### config.mk
export PLATFORM = sky130hd
export DESIGN_NAME = ccff_chain_loader_flat
export DESIGN_NICKNAME = d
export VERILOG_FILES = /design/src/rtl/ccff_chain_loader_pkg.sv /design/src/rtl/ccff_chain_loader_if.sv /design/src/rtl/ccff_chain_loader_serializer.sv /design/src/rtl/ccff_chain_loader.sv /design/src/flat_wrapper.sv
export SDC_FILE = /design/constraint.sdc
export NUM_CORES = 1
export LEC_CHECK = 0
export CAP_MARGIN = 10
export CORE_MARGIN = 2
export CORE_UTILIZATION = 48
export CTS_CLUSTER_DIAMETER = 60
export DETAILED_ROUTE_END_ITERATION = 7
export PLACE_DENSITY = 0.76
export SYNTH_ARGS = -nofsm -noshare
export SYNTH_HDL_FRONTEND = slang
export SYNTH_SLANG_ARGS = --single-unit
### constraint.sdc
create_clock -name prog_clk -period 1.64 [get_ports prog_clk]
set_clock_uncertainty 0.05 [all_clocks]
set_input_delay 0.164 -clock prog_clk [delete_from_list [all_inputs] [get_ports prog_clk]]
set_output_delay 0.164 -clock prog_clk [all_outputs]
set_load 0.03 [all_outputs]
### src/rtl/ccff_chain_loader_pkg.sv
// Shared types and defaults for the configuration-chain loader.
// The readback/verify pass is built only when CCFF_READBACK_EN is defined.
package ccff_pkg;

    localparam int DEF_DATA_W    = 8;
    localparam int DEF_CHAIN_LEN = 48;

    typedef enum logic [1:0] {
        E_IDLE   = 2'd0,
        E_LOAD   = 2'd1,
        E_VERIFY = 2'd2,
        E_DONE   = 2'd3
    } ccff_state_e;

    localparam logic [1:0] ST_IDLE   = E_IDLE;
    localparam logic [1:0] ST_LOAD   = E_LOAD;
    localparam logic [1:0] ST_VERIFY = E_VERIFY;
    localparam logic [1:0] ST_DONE   = E_DONE;

    function automatic int ceil_div(input int a, input int b);
        return (a + b - 1) / b;
    endfunction

endpackage

### src/rtl/ccff_chain_loader_if.sv
// Bitstream word stream (valid/ready) feeding the chain loader.
interface ccff_chain_loader_if #(
    parameter int DATA_W = 8
) ();
    logic [DATA_W-1:0] cfg_data;
    logic              cfg_valid;
    logic              cfg_ready;

    modport master (output cfg_data, output cfg_valid, input  cfg_ready);
    modport slave  (input  cfg_data, input  cfg_valid, output cfg_ready);
endinterface

### src/rtl/ccff_chain_loader_serializer.sv
// MSB-first PISO for one bitstream word; emits at most one bit per cycle and
// takes the next word while the last held bit leaves, so streams have no bubble.
module ccff_serializer #(
    parameter int DATA_W = 8
) (
    input  logic              prog_clk,
    input  logic              prog_reset,
    input  logic              i_clear,
    input  logic              i_emit_en,
    input  logic              i_accept_en,
    input  logic [DATA_W-1:0] i_data,
    input  logic              i_valid,
    output logic              o_ready,
    output logic              o_bit_vld,
    output logic              o_bit
);
    localparam int FILL_W = $clog2(DATA_W + 1);

    logic [DATA_W-1:0] r_sr;
    logic [FILL_W-1:0] r_fill;
    logic              w_held;
    logic              w_take;

    assign w_held    = i_emit_en && (r_fill != '0);
    assign o_ready   = i_accept_en && i_emit_en &&
                       ((r_fill == '0) || (r_fill == FILL_W'(1)));
    assign w_take    = o_ready && i_valid;
    assign o_bit_vld = w_held || w_take;
    // A word taken into an empty register supplies its MSB straight away.
    assign o_bit     = w_held ? r_sr[DATA_W-1] : i_data[DATA_W-1];

    always_ff @(posedge prog_clk) begin
        if (prog_reset || i_clear) begin
            r_sr   <= '0;
            r_fill <= '0;
        end else if (w_take) begin
            if (w_held) begin
                r_sr   <= i_data;
                r_fill <= FILL_W'(DATA_W);
            end else begin
                r_sr   <= i_data << 1;
                r_fill <= FILL_W'(DATA_W - 1);
            end
        end else if (w_held) begin
            r_sr   <= r_sr << 1;
            r_fill <= r_fill - FILL_W'(1);
        end
    end
endmodule

### src/rtl/ccff_chain_loader.sv
// Drives a configuration flip-flop chain from a word stream, MSB first.
// Define CCFF_READBACK_EN to add a recirculating popcount verify pass.
module ccff_chain_loader
    import ccff_pkg::*;
#(
    parameter int DATA_W    = DEF_DATA_W,
    parameter int CHAIN_LEN = DEF_CHAIN_LEN,
    parameter int CNT_W     = $clog2(CHAIN_LEN + 1)
) (
    input  logic               prog_clk,
    input  logic               prog_reset,
    input  logic               start,
    ccff_chain_loader_if.slave cfg,
    output logic               ccff_head,
    output logic               ccff_shift_en,
    input  logic               ccff_tail,
    output logic               busy,
    output logic               done,
    output logic [CNT_W-1:0]   bit_count,
    output logic               cfg_error
);
    localparam int NWORDS = ceil_div(CHAIN_LEN, DATA_W);
    localparam int WCNT_W = $clog2(NWORDS + 1);

    logic [1:0]        r_state;
    logic              r_head;
    logic              r_shift_en;
    logic [CNT_W-1:0]  r_bit_count;
    logic [CNT_W-1:0]  r_issued;
    logic [WCNT_W-1:0] r_words;
    logic              w_start;
    logic              w_in_load;
    logic              w_emit_en;
    logic              w_accept_en;
    logic              w_last_shift;
    logic              w_ready;
    logic              w_bit_vld;
    logic              w_bit;

    assign w_start      = start && ((r_state == ST_IDLE) || (r_state == ST_DONE));
    assign w_in_load    = (r_state == ST_LOAD);
    // r_issued runs one cycle ahead of r_bit_count; it stops emission at the chain length.
    assign w_emit_en    = w_in_load && (r_issued != CNT_W'(CHAIN_LEN));
    assign w_accept_en  = w_in_load && (r_words != WCNT_W'(NWORDS));
    assign w_last_shift = w_in_load && r_shift_en && (r_bit_count == CNT_W'(CHAIN_LEN - 1));

    ccff_serializer #(.DATA_W(DATA_W)) u_ser (
        .prog_clk    (prog_clk),
        .prog_reset  (prog_reset),
        .i_clear     (w_start),
        .i_emit_en   (w_emit_en),
        .i_accept_en (w_accept_en),
        .i_data      (cfg.cfg_data),
        .i_valid     (cfg.cfg_valid),
        .o_ready     (w_ready),
        .o_bit_vld   (w_bit_vld),
        .o_bit       (w_bit)
    );

    assign cfg.cfg_ready = w_ready;
    assign ccff_shift_en = r_shift_en;
    assign busy          = (r_state == ST_LOAD) || (r_state == ST_VERIFY);
    assign done          = (r_state == ST_DONE);
    assign bit_count     = r_bit_count;

`ifdef CCFF_READBACK_EN
    logic [CNT_W-1:0] r_ones_wr;
    logic [CNT_W-1:0] r_ones_rd;
    logic [CNT_W-1:0] r_vcnt;
    logic             r_cfg_error;
    logic             w_vlast;

    assign w_vlast   = (r_state == ST_VERIFY) && (r_vcnt == CNT_W'(CHAIN_LEN - 1));
    // The tail must feed the head combinationally, otherwise the loop is one bit too long.
    assign ccff_head = (r_state == ST_VERIFY) ? ccff_tail : r_head;
    assign cfg_error = r_cfg_error;

    always_ff @(posedge prog_clk) begin
        if (prog_reset || w_start) begin
            r_ones_wr   <= '0;
            r_ones_rd   <= '0;
            r_vcnt      <= '0;
            r_cfg_error <= 1'b0;
        end else if (w_in_load) begin
            if (r_shift_en && r_head)
                r_ones_wr <= r_ones_wr + CNT_W'(1);
        end else if (r_state == ST_VERIFY) begin
            r_ones_rd <= r_ones_rd + CNT_W'(ccff_tail);
            r_vcnt    <= r_vcnt + CNT_W'(1);
            if (w_vlast)
                r_cfg_error <= ((r_ones_rd + CNT_W'(ccff_tail)) != r_ones_wr);
        end
    end
`else
    logic w_unused_tail;

    assign w_unused_tail = ccff_tail;
    assign ccff_head     = r_head;
    assign cfg_error     = 1'b0;
`endif

    always_ff @(posedge prog_clk) begin
        if (prog_reset) begin
            r_state     <= ST_IDLE;
            r_head      <= 1'b0;
            r_shift_en  <= 1'b0;
            r_bit_count <= '0;
            r_issued    <= '0;
            r_words     <= '0;
        end else if (w_start) begin
            r_state     <= ST_LOAD;
            r_shift_en  <= 1'b0;
            r_bit_count <= '0;
            r_issued    <= '0;
            r_words     <= '0;
        end else if (w_in_load) begin
            r_shift_en <= w_bit_vld;
            if (w_bit_vld) begin
                r_head   <= w_bit;
                r_issued <= r_issued + CNT_W'(1);
            end
            if (w_ready && cfg.cfg_valid)
                r_words <= r_words + WCNT_W'(1);
            if (r_shift_en)
                r_bit_count <= r_bit_count + CNT_W'(1);
            if (w_last_shift) begin
`ifdef CCFF_READBACK_EN
                r_state    <= ST_VERIFY;
                r_shift_en <= 1'b1;
`else
                r_state    <= ST_DONE;
`endif
            end
        end
`ifdef CCFF_READBACK_EN
        else if (w_vlast) begin
            r_state    <= ST_DONE;
            r_shift_en <= 1'b0;
        end
`endif
    end
endmodule

### src/flat_wrapper.sv
// flat-port wrapper written by rule: the top's interface ports become plain ports
module ccff_chain_loader_flat import ccff_pkg::*;
#(
    parameter int DATA_W    = DEF_DATA_W,
    parameter int CHAIN_LEN = DEF_CHAIN_LEN,
    parameter int CNT_W     = $clog2(CHAIN_LEN + 1)
)
  (prog_clk, prog_reset, start, ccff_head, ccff_shift_en, ccff_tail, busy, done, bit_count, cfg_error, cfg_cfg_data, cfg_cfg_valid, cfg_cfg_ready);
  ccff_chain_loader_if #(.DATA_W(DATA_W)) cfg_i ();
  input  logic prog_clk;
  input  logic prog_reset;
  input  logic start;
  output logic ccff_head;
  output logic ccff_shift_en;
  input  logic ccff_tail;
  output logic busy;
  output logic done;
  output logic [CNT_W-1:0] bit_count;
  output logic cfg_error;
  input wire logic [$bits(cfg_i.cfg_data)-1:0] cfg_cfg_data;
  input wire logic [$bits(cfg_i.cfg_valid)-1:0] cfg_cfg_valid;
  output wire logic [$bits(cfg_i.cfg_ready)-1:0] cfg_cfg_ready;
  assign cfg_i.cfg_data = cfg_cfg_data;
  assign cfg_i.cfg_valid = cfg_cfg_valid;
  assign cfg_cfg_ready = cfg_i.cfg_ready;
  ccff_chain_loader #(.DATA_W(DATA_W), .CHAIN_LEN(CHAIN_LEN), .CNT_W(CNT_W)) u_core (.prog_clk(prog_clk), .prog_reset(prog_reset), .start(start), .cfg(cfg_i), .ccff_head(ccff_head), .ccff_shift_en(ccff_shift_en), .ccff_tail(ccff_tail), .busy(busy), .done(done), .bit_count(bit_count), .cfg_error(cfg_error));
endmodule
After elaboration in Yosys (flattened, before gate mapping)
Cells that the tools add are included.
Widths: inputs -> output; s select.
{"block": "totals", "elab_cells": 58, "register_bits": 31, "output_inout_bits": 12}
{"block": "classes", "mux": 10, "addsub": 4, "bitwise_logic": 1, "n_eq_ne": 7, "reduce_logical": 27}
{"operator": "$mux 8", "count": 3}
{"operator": "$add 6x1->6 const B", "count": 2}
{"operator": "$mux 4", "count": 3}
{"operator": "$reduce_and 2->1", "count": 5}
{"operator": "$logic_and 1x1->1", "count": 9}
{"operator": "$eq 6x6->1 const B", "count": 1}
{"operator": "$ne 6x6->1 const B", "count": 1}
{"operator": "$reduce_bool 2->1", "count": 3}
{"operator": "$logic_or 1x1->1", "count": 5}
{"operator": "$eq 2x2->1 const B", "count": 2}
{"operator": "$eq 4x1->1 const B", "count": 1}
{"operator": "$logic_not 4->1", "count": 1}
{"operator": "$mux 1", "count": 4}
{"operator": "$reduce_bool 4->1", "count": 1}
{"operator": "$sub 4x1->4 const B", "count": 1}
{"operator": "$add 3x1->3 const B", "count": 1}
{"operator": "$ne 3x3->1 const B", "count": 1}
{"operator": "$reduce_and 3->1", "count": 1}
{"operator": "$eq 2x1->1 const B", "count": 1}
{"operator": "$logic_not 2->1", "count": 1}
{"operator": "$reduce_or 2->1", "count": 1}
{"operator": "$not 1->1", "count": 1}

Depth between registers and ports, before layout
{"block": "depth", "word_depth": 7, "depth_mapped": 8, "mapped_depth_nobuf": 6}

By module
Synthesis repeated with hierarchy kept, for this count alone.
{"block": "unflattened", "hier_cells": 173, "area_unflattened_um2": 1562.7}
{"module": "ccff_chain_loader", "seq_area_each_um2": 380.4, "n_inst": 1, "cells_per_inst": 104, "area_per_inst_um2": 898.4}
{"module": "ccff_serializer", "seq_area_each_um2": 240.2, "n_inst": 1, "cells_per_inst": 69, "area_per_inst_um2": 664.4}

Worst setup path after synthesis
Ideal clock, no wire load.
{"block": "synth_path", "kind": "flip-flop to output port", "from": "register u_core.r_issued[0]", "to": "output port cfg_cfg_ready", "slack_ns": -0.465, "required_ns": 1.426, "path_stages_with_launch": 7, "t_arrival_ns": 1.891, "path_cell_list": "dfxtp_1 inv_1 ha_1 and2_1 a21o_1 buf_2 a211oi_1"}
{"block": "synth_via", "elab_chain_len": 4}
{"element": "start, declared", "line_no": "ccff_chain_loader.sv:29", "text": "logic [CNT_W-1:0] r_issued;"}
{"element": "start signal, assigned", "line_no": "ccff_chain_loader.sv:120", "text": "r_issued <= r_issued + CNT_W'(1);"}
{"element": "$ne 6x6->1", "line_no": "ccff_chain_loader.sv:43", "text": "assign w_emit_en = w_in_load && (r_issued != CNT_W'(CHAIN_LEN));"}
{"element": "$logic_and 1x1->1", "line_no": "ccff_chain_loader.sv:43"}
{"element": "$logic_and 1x1->1 (2 in series)", "line_no": "ccff_chain_loader_serializer.sv:25", "text": "assign o_ready = i_accept_en && i_emit_en &&"}
{"element": "end, declared", "line_no": "flat_wrapper.sv:22", "text": "output wire logic [$bits(cfg_i.cfg_ready)-1:0] cfg_cfg_ready;"}
No other way between the ends.

Worst setup path in the final report
{"block": "layout_path", "from": "register u_core.r_issued[1]", "to": "register u_core.u_ser.r_sr[2]"}
{"block": "layout_via", "elab_chain_len": 6}
{"element": "$ne 6x6->1 (*)", "line_no": "ccff_chain_loader.sv:43"}
{"element": "$logic_and 1x1->1 (*)", "line_no": "ccff_chain_loader.sv:43"}
{"element": "$logic_and 1x1->1 (2 in series)", "line_no": "ccff_chain_loader_serializer.sv:25"}
{"element": "$logic_and 1x1->1", "line_no": "ccff_chain_loader_serializer.sv:27", "text": "assign w_take = o_ready && i_valid;"}
{"element": "$mux 8 / $reduce_bool 2->1 (equally long branches)"}
{"element": "end signal, assigned", "line_no": "ccff_chain_loader_serializer.sv:38", "text": "r_sr <= i_data;"}
{"element": "end signal, assigned", "line_no": "ccff_chain_loader_serializer.sv:41", "text": "r_sr <= i_data << 1;"}
{"element": "end signal, assigned", "line_no": "ccff_chain_loader_serializer.sv:45", "text": "r_sr <= r_sr << 1;"}
{"element": "end, declared", "line_no": "ccff_chain_loader_serializer.sv:19", "text": "logic [DATA_W-1:0] r_sr;"}
Mark *: on every way between the ends. The rest lies on a longest branch, timed or not.
A chain may end at the register's enable or synchronous reset.

==> flow_metrics.env <==
export IMPL_status="finished, violations left"
export IMPL_violations="setup timing"
export IMPL_yosys_warnings=0
export IMPL_p_int_w=0.001305
export IMPL_ir_worst_vdd_uv=680.4
export IMPL_start_util_pct=49.10
export IMPL_wirelength_mm=4.423
export IMPL_grt_setup_unrepaired="true"
export IMPL_clkTransAtPathRegs_ps=100
export IMPL_worstPathRequired_ps=1820
export IMPL_core_region_area_mm2=0.003284
export IMPL_p_total_w=0.001876
export IMPL_critical_path_class="register to register"
export IMPL_num_rows=21
export IMPL_p_leak_nw=1.015
export IMPL_dieArea_mm2=0.003840
export IMPL_cts_hold_buf=0
export IMPL_min_path_type="input port to register"
export IMPL_critical_path_buf_inv_count=3
export IMPL_ys_ff_latch=31
export IMPL_grtUsageTotal_pct=20.70
export IMPL_fp_dieW_um=61.97
export IMPL_antenna_found_initial=0
export IMPL_multi_input_area_mm2=0.001109
export IMPL_utilization_pct=76.50
export IMPL_p_switching_w=0.0005716
export IMPL_ant_nets=0
export IMPL_initialDrtViolationCount=90
export IMPL_critPathLaunchType="register"
export IMPL_numCtsBuffers=5
export IMPL_final_hold_violation_count=0
export IMPL_cp_slowest_cell="a221oi_4"
export IMPL_clockPowerShare_pct=27.3
export IMPL_drive_above_1_share_pct=39.34
export IMPL_setup_viol=17
export IMPL_cts_sinks=31
export IMPL_synthesis_area_mm2=0.001613
export IMPL_ctsHtreeMaxLevel=2
export IMPL_overflow=0
export IMPL_num_vias=1621
export IMPL_p_sw_share_pct=30.46
export IMPL_finalMaxSlewViolations=0
export IMPL_drcViolationCount=0
export IMPL_synth_distinct_cells=40
export IMPL_grt_max_degree=18
export IMPL_arrival_ps=2090
export IMPL_firstDrtPassIters=4
export IMPL_synth_nets=205
export IMPL_path_cells="inv_2 > ha_4 > and2_4 > buf_6 > a221oi_4 > clkbuf_16 > o32ai_1 > a311oi_1"
export IMPL_avgViaCountPerCell=5.590
export IMPL_die_height_um=61.97
export IMPL_pin_count=25
export IMPL_end_kind="register"
export IMPL_power_density_mw_per_mm2=746.9
export IMPL_final_fill_count=219
export IMPL_ys_seq_area_share_pct=38.48
export IMPL_synth_edf_count=0
export IMPL_crit_family="compound AO/OA/AOI/OAI gates"
export IMPL_grt_first_pass_wirelength_mm=5.885
export IMPL_setup_ws_ps=-264.8
export IMPL_synth_async_reset_ratio_pct=0
export IMPL_max_freq_mhz=525.0
export IMPL_slowest_delay_ps=370
export IMPL_grt_pass1_vias=1412
export IMPL_syn_inst=183
export IMPL_cts_tree="built"
export IMPL_clock_root_buffer="clkbuf_4"
export IMPL_routabilityCongestion=0.7872
export IMPL_wire_per_inst_um=15.25
export IMPL_holdWs_ps=388.4
export IMPL_maxCapViolCount=0
export IMPL_setup_tns_ps=-2167
export IMPL_port_buffers=22
export IMPL_power_frac_seq_pct=42.9
export IMPL_final_nets=265
export IMPL_syn_avg_cell_area_um2=8.813
export IMPL_combPwrFrac_pct=29.8
export IMPL_clock_path_buffers=2
export IMPL_ys_flop_type="dfxtp_1"
export IMPL_period_share_pct=116.1
export IMPL_placedCellCount=269
export IMPL_area_growth_pct=55.78
export IMPL_diodes=0
export IMPL_instances_no_fill=290
export IMPL_regArea_um2=628.1
export IMPL_period_minus_slack_ps=1905
export IMPL_clock_latency_ps=330
export IMPL_crit_fanout=5
export IMPL_dpl_hpwl_mm=2.788
==> flip-flops by register name, indices dropped and copies added, names as in the netlist <==
register,flops
u_core.u_ser.r_fill,4
u_core.ccff_head,1
u_core.ccff_shift_en,1
u_core.u_ser.r_sr,8
u_core.bit_count,6
u_core.r_state,2
u_core.r_issued,6
u_core.r_words,3
==> layout by cell type (no fill, tap or decap), types with 3 or more instances in the layout <==
cell type,count
buf_4,34
dfxtp_1,25
nand2_1,19
nor2_1,14
clkdlybuf4s50_1,12
a21oi_1,11
a311oi_1,8
dfxtp_2,6
inv_2,5
xnor2_1,5
ha_1,5
clkbuf_4,5
dlygate4sd2_1,5
buf_6,5
inv_1,4
o32ai_2,4
o32ai_1,4
nand4_1,4
ha_4,4
o21ai_1,3
xor2_1,3
nand3_1,3
a21oi_2,3
dlymetal6s2s_1,3
buf_12,3
==> tightest hold or removal path: stages <==
cell             delay, ps
clkdlybuf4s50_1        430
nand2_1                 70
a311oi_1                70
==> metrics by stage <==
stage	setup WS [ps]	instance area (um^2)
after floorplan	-0.9561	1668
after global placement	-117.0	2140
after detailed placement	-164.5	2140
after CTS	-122.4	2265
after global routing	-300.4	2512
final	-264.8	2512
==> power groups by stage <==
stage | clock [W] | combinational (W) | sequential (W)
after floorplan | 0 | 0.000251 | 0.000825
after global placement | 0 | 0.000429 | 0.000817
after detailed placement | 0 | 0.000443 | 0.000819
after CTS | 0.000522 | 0.000462 | 0.000802
after global routing | 0.000553 | 0.000594 | 0.000808
final | 0.000513 | 0.000558 | 0.000805
==> layout make-up <==
class / instances / area share (%)
sequential: 31 / 25.00
tap: 46 / 2.291
clock buffer: 8 / 2.739
multi-input combinational: 131 / 44.12
inverter: 10 / 1.594
timing repair buffer: 64 / 24.25
==> cell usage after synthesis, types with 5 or more instances <==
master / n / area (um^2)
dfxtp_1: 31 / 620.6
nand2_1: 21 / 78.83
a21oi_1: 15 / 75.07
nor2_1: 14 / 52.55
a311oi_1: 9 / 78.83
ha_1: 9 / 112.6
inv_1: 9 / 33.78
o32ai_1: 8 / 70.07
xnor2_1: 6 / 52.55
buf_2: 5 / 25.02
==> logic make-up (layout without fill, tap and decap cells) <==
family	count (synthesis)	count (layout)	synth area share (%)
compound gates	55	55	25.45
xor+xnor	9	9	4.888
fa+ha+maj	9	9	6.982
buf+inv	21	82	5.973
flops	31	31	38.48
mux	2	2	1.241
other cells	1	1	0.2325
simple gates	55	55	16.76
==> layer usage <==
layer | GRT usage, % | wire length [um] | up-vias
met5 | 0 | 0 | -
met4 | 5.775 | 51 | 0
met3 | 5.590 | 248 | 6
met2 | 34.97 | 2278 | 52
met1 | 25.89 | 1844 | 768
li1 | - | - | 795
==> what timing repair did <==
| action | in CTS | in global routing |
|---|---|---|
| setup buffers | 3 | 9 |
| endpoints found under the setup margin | 18 | 26 |
| cloned | 0 | 2 |
| pin swaps | 3 | 17 |
| gates resized for setup | 20 | 34 |
==> final timing paths <==
check	slack (ps)	cells past startpoint	to	start
min	390	3	u_core.u_ser.r_sr[1]$_SDFFE_PP0N_	cfg_cfg_data[1]
max	-260	8	u_core.u_ser.r_sr[2]$_SDFFE_PP0N_	u_core.r_issued[1]$_SDFFE_PP0P_
min reg2reg	450	2	u_core.u_ser.r_sr[1]$_SDFFE_PP0N_	u_core.u_ser.r_sr[0]$_SDFFE_PP0N_
max reg2reg	-260	8	u_core.u_ser.r_sr[2]$_SDFFE_PP0N_	u_core.r_issued[1]$_SDFFE_PP0P_
(Power assumes the default switching activity.)
